### src/rtl/fbuf_arbiter.sv
// Framebuffer RAM arbiter: even cycles serve display scan, odd cycles serve CPU read/write/XOR or bulk clear.
// Build option: define FBUF_COLLISION_EN to report sprite collisions (old & new) on XOR writes.
module fbuf_arbiter #(
  parameter int ADDR_W = 9,
  parameter int DATA_W = 16
) (
  input  logic              clk,
  input  logic              res,
  input  logic              hires,
  input  logic [ADDR_W-1:0] disp_addr,
  output logic [DATA_W-1:0] disp_data,
  input  logic              cpu_req,
  input  logic              cpu_we,
  input  logic              cpu_xor,
  input  logic [ADDR_W-1:0] cpu_addr,
  input  logic [DATA_W-1:0] cpu_wdata,
  output logic              cpu_ack,
  output logic [DATA_W-1:0] cpu_rdata,
  output logic              cpu_collision,
  input  logic              clr_req,
  output logic              clr_busy,
  output logic [ADDR_W-1:0] ram_addr,
  output logic              ram_we,
  output logic [DATA_W-1:0] ram_wdata,
  input  logic [DATA_W-1:0] ram_rdata
);

  typedef enum logic [2:0] {IDLE, RD_WAIT, XOR_WAIT, XOR_WR, CLEAR} state_t;

  localparam logic [ADDR_W-1:0] LAST_HI = ADDR_W'(511);
  localparam logic [ADDR_W-1:0] LAST_LO = ADDR_W'(127);

  state_t            r_state, w_next;
  logic              r_phase, r_clr_pend, r_clr_done, r_hires, r_ack;
  logic [ADDR_W-1:0] r_addr, r_cnt;
  logic [DATA_W-1:0] r_wdata, r_rdata, r_disp;
  logic              w_clr_pend, w_issue, w_clr_start, w_last;

  // A clr_req arriving this very cycle already outranks a CPU request.
  assign w_clr_pend  = r_clr_pend | clr_req;
  assign w_issue     = r_phase && (r_state == IDLE) && cpu_req && !r_ack && !w_clr_pend;
  assign w_clr_start = !r_phase && (r_state == IDLE) && w_clr_pend;
  assign w_last      = (r_cnt == (r_hires ? LAST_HI : LAST_LO));

  assign disp_data = r_disp;
  assign cpu_ack   = r_ack;
  assign cpu_rdata = r_rdata;
  assign clr_busy  = (r_state == CLEAR);

  always_ff @(posedge clk or posedge res) begin
    if (res) r_state <= IDLE;
    else     r_state <= w_next;
  end

  always_comb begin
    w_next    = r_state;
    ram_addr  = disp_addr;
    ram_we    = 1'b0;
    ram_wdata = '0;
    case (r_state)
      IDLE: begin
        if (w_clr_start) begin
          w_next = CLEAR;
        end else if (w_issue) begin
          ram_addr  = cpu_addr;
          ram_wdata = cpu_wdata;
          if (!cpu_we)      w_next = RD_WAIT;
          else if (cpu_xor) w_next = XOR_WAIT;
          else              ram_we = 1'b1;
        end
      end
      RD_WAIT:  w_next = IDLE;
      XOR_WAIT: w_next = XOR_WR;
      XOR_WR: begin
        ram_addr  = r_addr;
        ram_we    = 1'b1;
        ram_wdata = r_rdata ^ r_wdata;
        w_next    = IDLE;
      end
      CLEAR: begin
        if (r_phase) begin
          ram_addr = r_cnt;
          ram_we   = 1'b1;
        end else if (r_clr_done) begin
          w_next = IDLE;
        end
      end
      default: w_next = IDLE;
    endcase
    if (res) ram_we = 1'b0;
  end

  always_ff @(posedge clk or posedge res) begin
    if (res) begin
      r_phase    <= 1'b0;
      r_clr_pend <= 1'b0;
      r_clr_done <= 1'b0;
      r_hires    <= 1'b0;
      r_ack      <= 1'b0;
      r_addr     <= '0;
      r_cnt      <= '0;
      r_wdata    <= '0;
      r_rdata    <= '0;
      r_disp     <= '0;
    end else begin
      r_phase <= ~r_phase;
      r_ack   <= 1'b0;
      // Odd-cycle ram_rdata always carries the previous even-cycle display read.
      if (r_phase) r_disp <= ram_rdata;
      if (w_issue) begin
        r_addr  <= cpu_addr;
        r_wdata <= cpu_wdata;
        if (cpu_we && !cpu_xor) r_ack <= 1'b1;
      end
      if (clr_req && r_state != CLEAR) r_clr_pend <= 1'b1;
      if (w_clr_start) begin
        r_clr_pend <= 1'b0;
        r_clr_done <= 1'b0;
        r_hires    <= hires;
        r_cnt      <= '0;
      end
      case (r_state)
        RD_WAIT: begin
          r_rdata <= ram_rdata;
          r_ack   <= 1'b1;
        end
        XOR_WAIT: r_rdata <= ram_rdata;
        XOR_WR:   r_ack   <= 1'b1;
        CLEAR: begin
          if (r_phase) begin
            if (w_last) r_clr_done <= 1'b1;
            else        r_cnt      <= r_cnt + 1'b1;
          end
        end
        default: ;
      endcase
    end
  end

`ifdef FBUF_COLLISION_EN
  logic r_coll;
  always_ff @(posedge clk or posedge res) begin
    if (res)                     r_coll <= 1'b0;
    else if (r_state == XOR_WR)  r_coll <= |(r_rdata & r_wdata);
  end
  assign cpu_collision = r_coll;
`else
  assign cpu_collision = 1'b0;
`endif

endmodule

### config.mk
export PLATFORM = sky130hd
export DESIGN_NAME = fbuf_arbiter
export DESIGN_NICKNAME = d
export VERILOG_FILES = /design/src/rtl/fbuf_arbiter.sv
export SDC_FILE = /design/constraint.sdc
export NUM_CORES = 1
export LEC_CHECK = 0
export ABC_AREA = 1
export CAP_MARGIN = 20
export CORE_ASPECT_RATIO = 0.7
export CORE_MARGIN = 2
export CORE_UTILIZATION = 47
export DETAILED_ROUTE_END_ITERATION = 12
export HOLD_SLACK_MARGIN = 0.12
export PLACE_DENSITY_LB_ADDON = 0.08
export SLEW_MARGIN = 20
export SYNTH_ARGS = -nofsm -noshare
export SYNTH_HDL_FRONTEND = slang
export SYNTH_SLANG_ARGS = --single-unit
### constraint.sdc
create_clock -name clk -period 2.3 [get_ports clk]
set_input_delay 0.23 -clock clk [delete_from_list [all_inputs] [get_ports clk]]
set_output_delay 0.23 -clock clk [all_outputs]
set_load 0.01 [all_outputs]
Word-level counts from Yosys, hierarchy flattened
Cells that the tools add are included.

storage, ports and cells
  word-level logic and storage cells = 77
  input bits = 57
  register bits after elaboration = 74

cells by class
  muxes and demuxes = 35
  bitwise operators = 3
  reduce and logical (&&, ||, !) cells = 17
  $add $sub $neg = 1
  equal/unequal tests = 10

operators with widths
  operator                                                                number
  9-bit two-way mux                                                       8
  16-bit two-way mux                                                      2
  16-bit case mux with 2 select lines                                     1
  9-bit case mux with 3 select lines                                      1
  3-bit two-way mux                                                       6
  16-bit bitwise XOR                                                      1
  1-bit two-way mux                                                       15
  9-bit by 1-bit adder with 9-bit output (second input constant)          1
  9-bit equality test                                                     1
  3-bit case mux with 3 select lines                                      1
  1-bit logical AND                                                       8
  3-bit by 2-bit equality test with 1-bit output (second input constant)  2
  3-bit != test (second input constant)                                   2
  1-bit zero test                                                         4
  4-bit != test (second input constant)                                   1
  4-bit AND reduction                                                     1
  2-bit OR reduction                                                      2
  3-bit by 1-bit equality test with 1-bit output (second input constant)  1
  3-bit equality test (second input constant)                             1
  3-bit zero test                                                         1
  1-bit case mux with 3 select lines                                      1
  2-bit by 1-bit != test with 1-bit output (second input constant)        1
  2-bit != test (second input constant)                                   1
  2-bit nonzero test                                                      1
  2 further kinds                                                         2

Longest topological paths before layout
Gate-level depths: netlist of run 1.

  word-level depth = 9
  gate-level depth with buffers = 9
  depth with buffers taken out = 9

Worst setup path before layout of run 1
Ideal clock, no wire load.

  kind = register to output
  from = register r_clr_pend
  to = output ram_wdata[0]
  arrival time = 1.266 ns
  slack = 0.804 ns
  buffers on the path = 2
  cell stages (with the launch flop) = 8
  cell sequence = dfrtp_1 inv_1 nand2_1 nor2_8 nand2_4 buf_6 buf_6 o22ai_1

on the way
  cells in the longest elaborated chain, start to end = 6

RTL lines
  item                                   line  source
  start, declared                        34    logic r_phase, r_clr_pend, r_clr_done, r_hires, r_ack;
  start signal, assigned                 96    r_clr_pend <= 1'b0;
  start signal, assigned                 115   if (clr_req && r_state != CLEAR) r_clr_pend <= 1'b1;
  start signal, assigned                 117   r_clr_pend <= 1'b0;
  1-bit bitwise OR *                     40    assign w_clr_pend = r_clr_pend | clr_req;
  1-bit zero test                        41    assign w_issue = r_phase && (r_state == IDLE) && cpu_req && !r_ack && !w_clr_pend;
  1-bit logical AND                      41
  16-bit two-way mux                     64    end else if (w_issue) begin
  16-bit two-way mux *                   62    if (w_clr_start) begin
  16-bit case mux with 2 select lines *  60    case (r_state)
  end, declared                          24    output logic [DATA_W-1:0] ram_wdata,

Mark *: on every way between the ends. The rest lies on a longest branch, timed or not.

Worst setup path after layout of run 1
  from = register r_state[2]
  to = output ram_addr[3]

on the way
  cells in the longest elaborated chain, start to end = 8

RTL lines
  item                                  line        source
  start, declared                       33          state_t r_state, w_next;
  start signal, assigned                52          else r_state <= w_next;
  3-bit zero test                       41, 42, 60
  1-bit logical AND (4 in a row)        41
  9-bit two-way mux                     64
  9-bit two-way mux                     62
  9-bit case mux with 3 select lines *  60
  end, declared                         22          output logic [ADDR_W-1:0] ram_addr,

Marks and branches as above.

==> results of run 1 <==
worst reg2reg max path: cells and delay by family (launching register included):
kind | cells | cell delay (ps)
DFF | 1 | 470
and+or+nand+nor | 3 | 430
buffers and inverters | 3 | 740
AOI/OAI and AO/OA | 1 | 100
state kept, by name, summed over array words and instances, names as in the netlist:
signal      count
r_cnt           9
r_clr_pend      1
cpu_ack         1
r_addr          9
r_phase         1
r_hires         1
cpu_rdata      16
disp_data      16
r_wdata        16
r_state         3
r_clr_done      1
stage by stage:
stage	std cells	hold WS, ps	utilization [%]	cell area, um2
after floorplan	523	343	-	3890
after global placement	735	453	65.4	5190
after detailed placement	735	457	65.4	5190
after CTS	754	253	69.6	5520
after global routing	754	291	69.6	5520
final	754	246	69.6	5520
where the power goes:
group          internal (uW)  switching [uW]  total [uW]  leakage [uW]
combinational            129            93.3         222       0.00187
clock                    749             605        1350      0.000131
sequential              1320            8.50        1330      0.000835
cell type report:
class	count	share of cell area (%)
Timing Repair Buffer	134	23.9
Inverter	81	5.50
Sequential cell	74	33.5
Clock buffer	9	4.08
Multi-Input combinational cell	348	29.6
Clock inverter	7	1.09
Tap cell	101	2.29
cells by family after synthesis:
| logic type | Yosys count | share of synthesized area, % |
|---|---|---|
| buf+inv | 101 | 11.1 |
| compound gates | 103 | 13.5 |
| other cells | 1 | 0.0963 |
| fa+ha+maj | 1 | 0.321 |
| simple gates | 234 | 25.4 |
| flops | 74 | 47.6 |
| xor+xnor | 9 | 2.02 |
layer usage:
metal	wire length [um]	share of wire (%)
met3	848	7.8
met4	96	0.88
met2	4510	41
met1	5480	50
met5	0	0
worst min path at each step:
stage / start / end / slack (ps)
global placement: disp_data[3] / disp_data[3] / 450
floorplan: ram_rdata[15] / disp_data[15] / 340
detailed placement: disp_data[10] / disp_data[10] / 460
finish: res / r_phase / 250
CTS: res / disp_data[9] / 250
global route: res / disp_data[14] / 290
placed cells by master, fill, tap and decap left out, drive strengths merged:
cell | synthesis | final
nand2 | 180 | 180
clkinvlp | 0 | 3
nand3 | 36 | 36
nor3 | 2 | 2
dfrtp | 74 | 74
xor2 | 2 | 2
xnor2 | 7 | 7
a21oi | 11 | 11
o22ai | 7 | 7
conb | 1 | 1
inv | 81 | 85
dlygate4sd2 | 0 | 26
o21ai | 85 | 85
nor2 | 13 | 13
nand4 | 2 | 2
buf | 15 | 18
clkbuf | 5 | 9
clkdlybuf4s50 | 0 | 90
ha | 1 | 1
nand3b | 1 | 1
repair_timing:
item | in CTS | in global routing
endpoints found under the setup margin | 26 | 0
setup buffers | 3 | 0
resized for setup | 39 | 0
==> impl_metrics.yaml, run 1 <==
outcome:
  run_status: "completed"
yosys:
  synth_most_common_cell: "nand2_1"
  synth_warnings: 0
  ys_top_cells_by_area: "dfrtp_1 48%, nand2_1 17%, o21ai_0 10%"
  avgSynthCellArea_um2: 7.44
  synth_ff_type: "dfrtp_1"
  ys_seq_area_share_pct: 47.6
  synth_commonest_cells: "175 x nand2_1, 79 x inv_1, 79 x o21ai_0"
  synth_edf_count: 0
  synth_fp_nets: 581
  ys_ff_latch: 74
  yosysUniqueCellTypes: 27
  syn-instance-count: 523
  synth-async-reset-ratio_pct: 100
  synth_area_um2: 3890
  synth_top_area_share_pct: 47.6
  synth_area_leader_cell: "dfrtp_1"
timing:
  rsz0062_at_grt: "false"
  finalCriticalPeriod_ps: 2180
  setup_slack_ps: 125
  final-max-slew-violation-count: 0
  fin_skew_ps: 4.63
  setup_violations: 0
  period_share_pct: 94.6
  final_hold_viol_count: 0
  tns_ps: 0
  clock.fmax_ghz: 0.460
power:
  powerDensity_nw_per_um2: 525
  total_power_uw: 2900
  ir_drop_mv: 0.458
  p_leak_uw: 0.00284
clock_tree:
  insertion_delay_ps: 340
  cts-root-buf: "clkbuf_16"
  cts_buffers: 9
  cts_tree: "yes"
  htree_levels: 3
  clk_pin_slew_worst_paths_ps: 60
  cts_buffer_depth: 2
  cts.sinks: 74
  hold_buffers: 0
critical_path:
  path_buf_inv: 5
  cp.required_ps: 2070
  crit_path_start_kind: "flip-flop"
  r2r_end: "r_cnt[2]"
  reg2reg_depth: 7
  path_delay_family: "buffers and inverters"
  cp.arrival_ps: 1950
  crit_fanout: 9
  crit_path_end_kind: "primary output"
  worst_path_largest_cell_delay_ps: 440
  crit_top_cell: "nand2_1"
  r2r_setup_slack_ps: 450
  startpoint: "r_state[2]"
  slowest_stage: "dfrtp_1"
  cp.depth: 9
  cp-endpoint: "ram_addr[3]"
  critPathKind: "reg -> out"
  path_cells: "inv_1 > nand2_1 > inv_2 > buf_4 > nor3_4 > buf_12 > nand2_1 > nand3_1 > dlygate4sd2_1"
  reg2reg_from: "r_phase"
drt:
  dr.pass1.iters: 5
  drt_iter0_markers: 310
  vias: 3772
  viasPerCell: 5.00
  routed_wirelength_um: 10900
  drc: 0
  ant_nets: 0
  wl_per_cell_um: 14.5
floorplanning:
  die_area_um2: 9040
  die_w_um: 113
  start_util_pct: 49.0
  die_h_um: 80.2
  pin_count: 118
  num_rows: 27
  core_area_um2: 7940
global_routing:
  grt_pass1_vias: 3596
  grt_use_met3_pct: 6.11
  grtUsageTotal_pct: 25.4
  grt_max_degree: 56
  grt_pass1_wl_um: 17900
  overflow: 0
  grtUsageMet2_pct: 36.3
  met1_usage_pct: 38.3
  antenna_found_initial: 0
  busiest_layer: "met1"
min_path:
  hp-class: "in -> async"
cells_and_area:
  regArea_um2: 1850
  fillers: 682
  drive_above_1_share_pct: 8.12
  num_antenna_cells: 0
  multi_input_area_um2: 1640
  syn2layout_area_growth_pct: 41.9
  nNetsFinal: 706
placement:
  gp_congestion: 0.895
  place_hpwl_um: 7900
  io_buffers: 116
  pre_cts_slack_ps: -49.5
flow_run:
  cap_viol_max_count: 0
Power figures use the tool's default switching activity.
==> inputs of run 2 (changes only) <==
--- a/config.mk
+++ b/config.mk
@@ -9,7 +9,7 @@
 export CAP_MARGIN = 20
 export CORE_ASPECT_RATIO = 0.7
 export CORE_MARGIN = 2
-export CORE_UTILIZATION = 47
+export CORE_UTILIZATION = 43
 export DETAILED_ROUTE_END_ITERATION = 12
 export HOLD_SLACK_MARGIN = 0.12
 export PLACE_DENSITY_LB_ADDON = 0.08
==> constraint.sdc (replaced) <==
create_clock -name clk -period 1.8 [get_ports clk]
set_input_delay 0.18 -clock clk [delete_from_list [all_inputs] [get_ports clk]]
set_output_delay 0.18 -clock clk [all_outputs]
set_load 0.01 [all_outputs]
==> run 2 against run 1 <==
Effect of this change:
- the run now ends with setup timing left
- critical path depth grew 2
- worst hold slack lost 40 ps
- non-clock buffer count grew 39
==> impl_metrics.yaml, run 2 (synthesis gave the netlist of run 1 again) <==
cells_and_area:
  num_antenna_cells: 0
  layout_commonest_cell: "nand2_1"
  drive_above_1_share_pct: 22.4
  nNetsFinal: 745
  layout_common_cells: "159 x nand2_1, 89 x clkdlybuf4s50_1, 75 x inv_1"
  utilization_pct: 68.4
  syn2layout_area_growth_pct: 56.7
  stdcell_area_um2: 6100
drt:
  topRoutingLayerUsed: "met4"
  vias: 4002
  drc: 0
  wl_met3_um: 782
  routed_wirelength_um: 11900
  ant_nets: 0
  wl_met2_um: 5130
  viasPerCell: 4.90
  wl_per_cell_um: 14.5
  wl_met1_um: 5810
  dr.pass1.iters: 5
  drt_iter0_markers: 320
floorplanning:
  start_util_pct: 43.6
  num_rows: 29
  pin_count: 118
  die_h_um: 83.6
  die_area_um2: 9840
  die_w_um: 118
  core_area_um2: 8930
global_routing:
  grtUsageTotal_pct: 25.2
  grt_pass1_wl_um: 19500
  grt_max_degree: 33
  overflow: 0
  antenna_found_initial: 0
  grt_pass1_vias: 3836
critical_path:
  crit_path_start_kind: "flip-flop"
  crit_path_end_kind: "primary output"
  slowest_stage: "dfrtp_1"
  crit_fanout: 8
  path_cells: "nor2_2 > nand2_2 > inv_2 > buf_6 > nand2_8 > buf_12 > nand2_2 > nand2_1 > nand2_1 > nand3_1 > buf_2"
  worst_path_largest_cell_delay_ps: 380
  critPathKind: "reg -> out"
  path_buf_inv: 4
  path_delay_family: "simple AND/OR/NAND/NOR gates"
  cp.arrival_ps: 1780
  cp.required_ps: 1620
timing:
  clock.fmax_ghz: 0.509
  rsz0062_at_grt: "true"
  fin_skew_ps: 5.88
  finalCriticalPeriod_ps: 1960
  setup_slack_ps: -164
  timing.hold.ws_ps: 207
  final_hold_viol_count: 0
  period_share_pct: 109
  final-max-slew-violation-count: 0
  setup_violations: 26
  tns_ps: -2210
power:
  ir_drop_mv: 0.519
  p_leak_uw: 0.00305
  switchingPower_uw: 915
  pwr-share-comb_pct: 8.6
  pwr-share-seq_pct: 45.2
  power_frac_clock_pct: 46.2
  powerDensity_nw_per_um2: 613
  cell_internal_pwr_uw: 2830
  p_sw_share_pct: 24.5
placement:
  gp_congestion: 0.879
  place_hpwl_um: 8190
  io_buffers: 116
  placed_area_um2: 5490
clock_tree:
  cts_tree: "yes"
  insertion_delay_ps: 340
  cts_buffer_depth: 2
  clk_pin_slew_worst_paths_ps: 70
  htree_levels: 3
  cts_buffers: 9
  cts-root-buf: "clkbuf_16"
  cts.sinks: 74
outcome:
  violations: "setup timing"
  run_status: "finished, violations left"
flow_run:
  cap_viol_max_count: 0
min_path:
  hp-class: "in -> async"
## run 2: cell count changes in the layout (fill, tap and decap cells not counted), sizes merged
cell / change
clkinv: +2
clkdlybuf4s50: -1
inv: -2
dlygate4sd2: -25
buf: +65
## run 2: per-layer routing
layer,vias to the layer above,GRT usage [%]
li1,1982,-
met2,141,37.3
met1,1869,36.9
met5,-,0
met3,10,6.35
met4,0,6.79
## run 2: per-stage QoR
step | power (uW) | instances | setup WS [ps]
global route | 3880 | 816 | -260
detailed placement | 2030 | 783 | -411
CTS | 3760 | 814 | -130
global placement | 2030 | 783 | -381
floorplan | 1810 | 523 | 354
finish | 3740 | 816 | -164
## run 2: final cells by class
class,instances,area (um2)
clock buffer,9,225
clock inverter,7,61.3
fill,781,2820
inverter,81,313
multi-input combinational,348,1810
sequential,74,1850
tap,124,155
timing repair buffer,173,1690
## run 2: path summary, 6_finish.rpt
kind / startpoint / endpoint / slack (ps) / cells past startpoint
worst min-delay path: res / disp_data[12] / 210 / 2
min in group clk: cpu_wdata[7] / r_wdata[7] / 410 / 3
worst max register to register: r_cnt[1] / r_cnt[8] / 150 / 8
worst min register to register: disp_data[12] / disp_data[12] / 470 / 2
worst max-delay path: r_state[0] / ram_addr[1] / -160 / 11
max in group asynchronous: res / r_state[2] / 1110 / 3
## run 2: power by group through the flow
stage,logic (uW),clock network [uW],registers [uW]
6_report,320,1730,1690
5_1_grt,346,1840,1690
4_1_cts,315,1760,1690
3_5_place_dp,309,0,1720
3_3_place_gp,306,0,1720
2_1_floorplan,75.3,0,1730
## run 2: repair_timing
| action | in CTS | in global routing |
|---|---|---|
| buffers inserted | 11 | 2 |
| pin swaps | 9 | 10 |
| hold buffers | 0 | 0 |
| gates cloned | 5 | 0 |
| gates resized for setup | 165 | 34 |
| endpoints found under the setup margin | 27 | 31 |
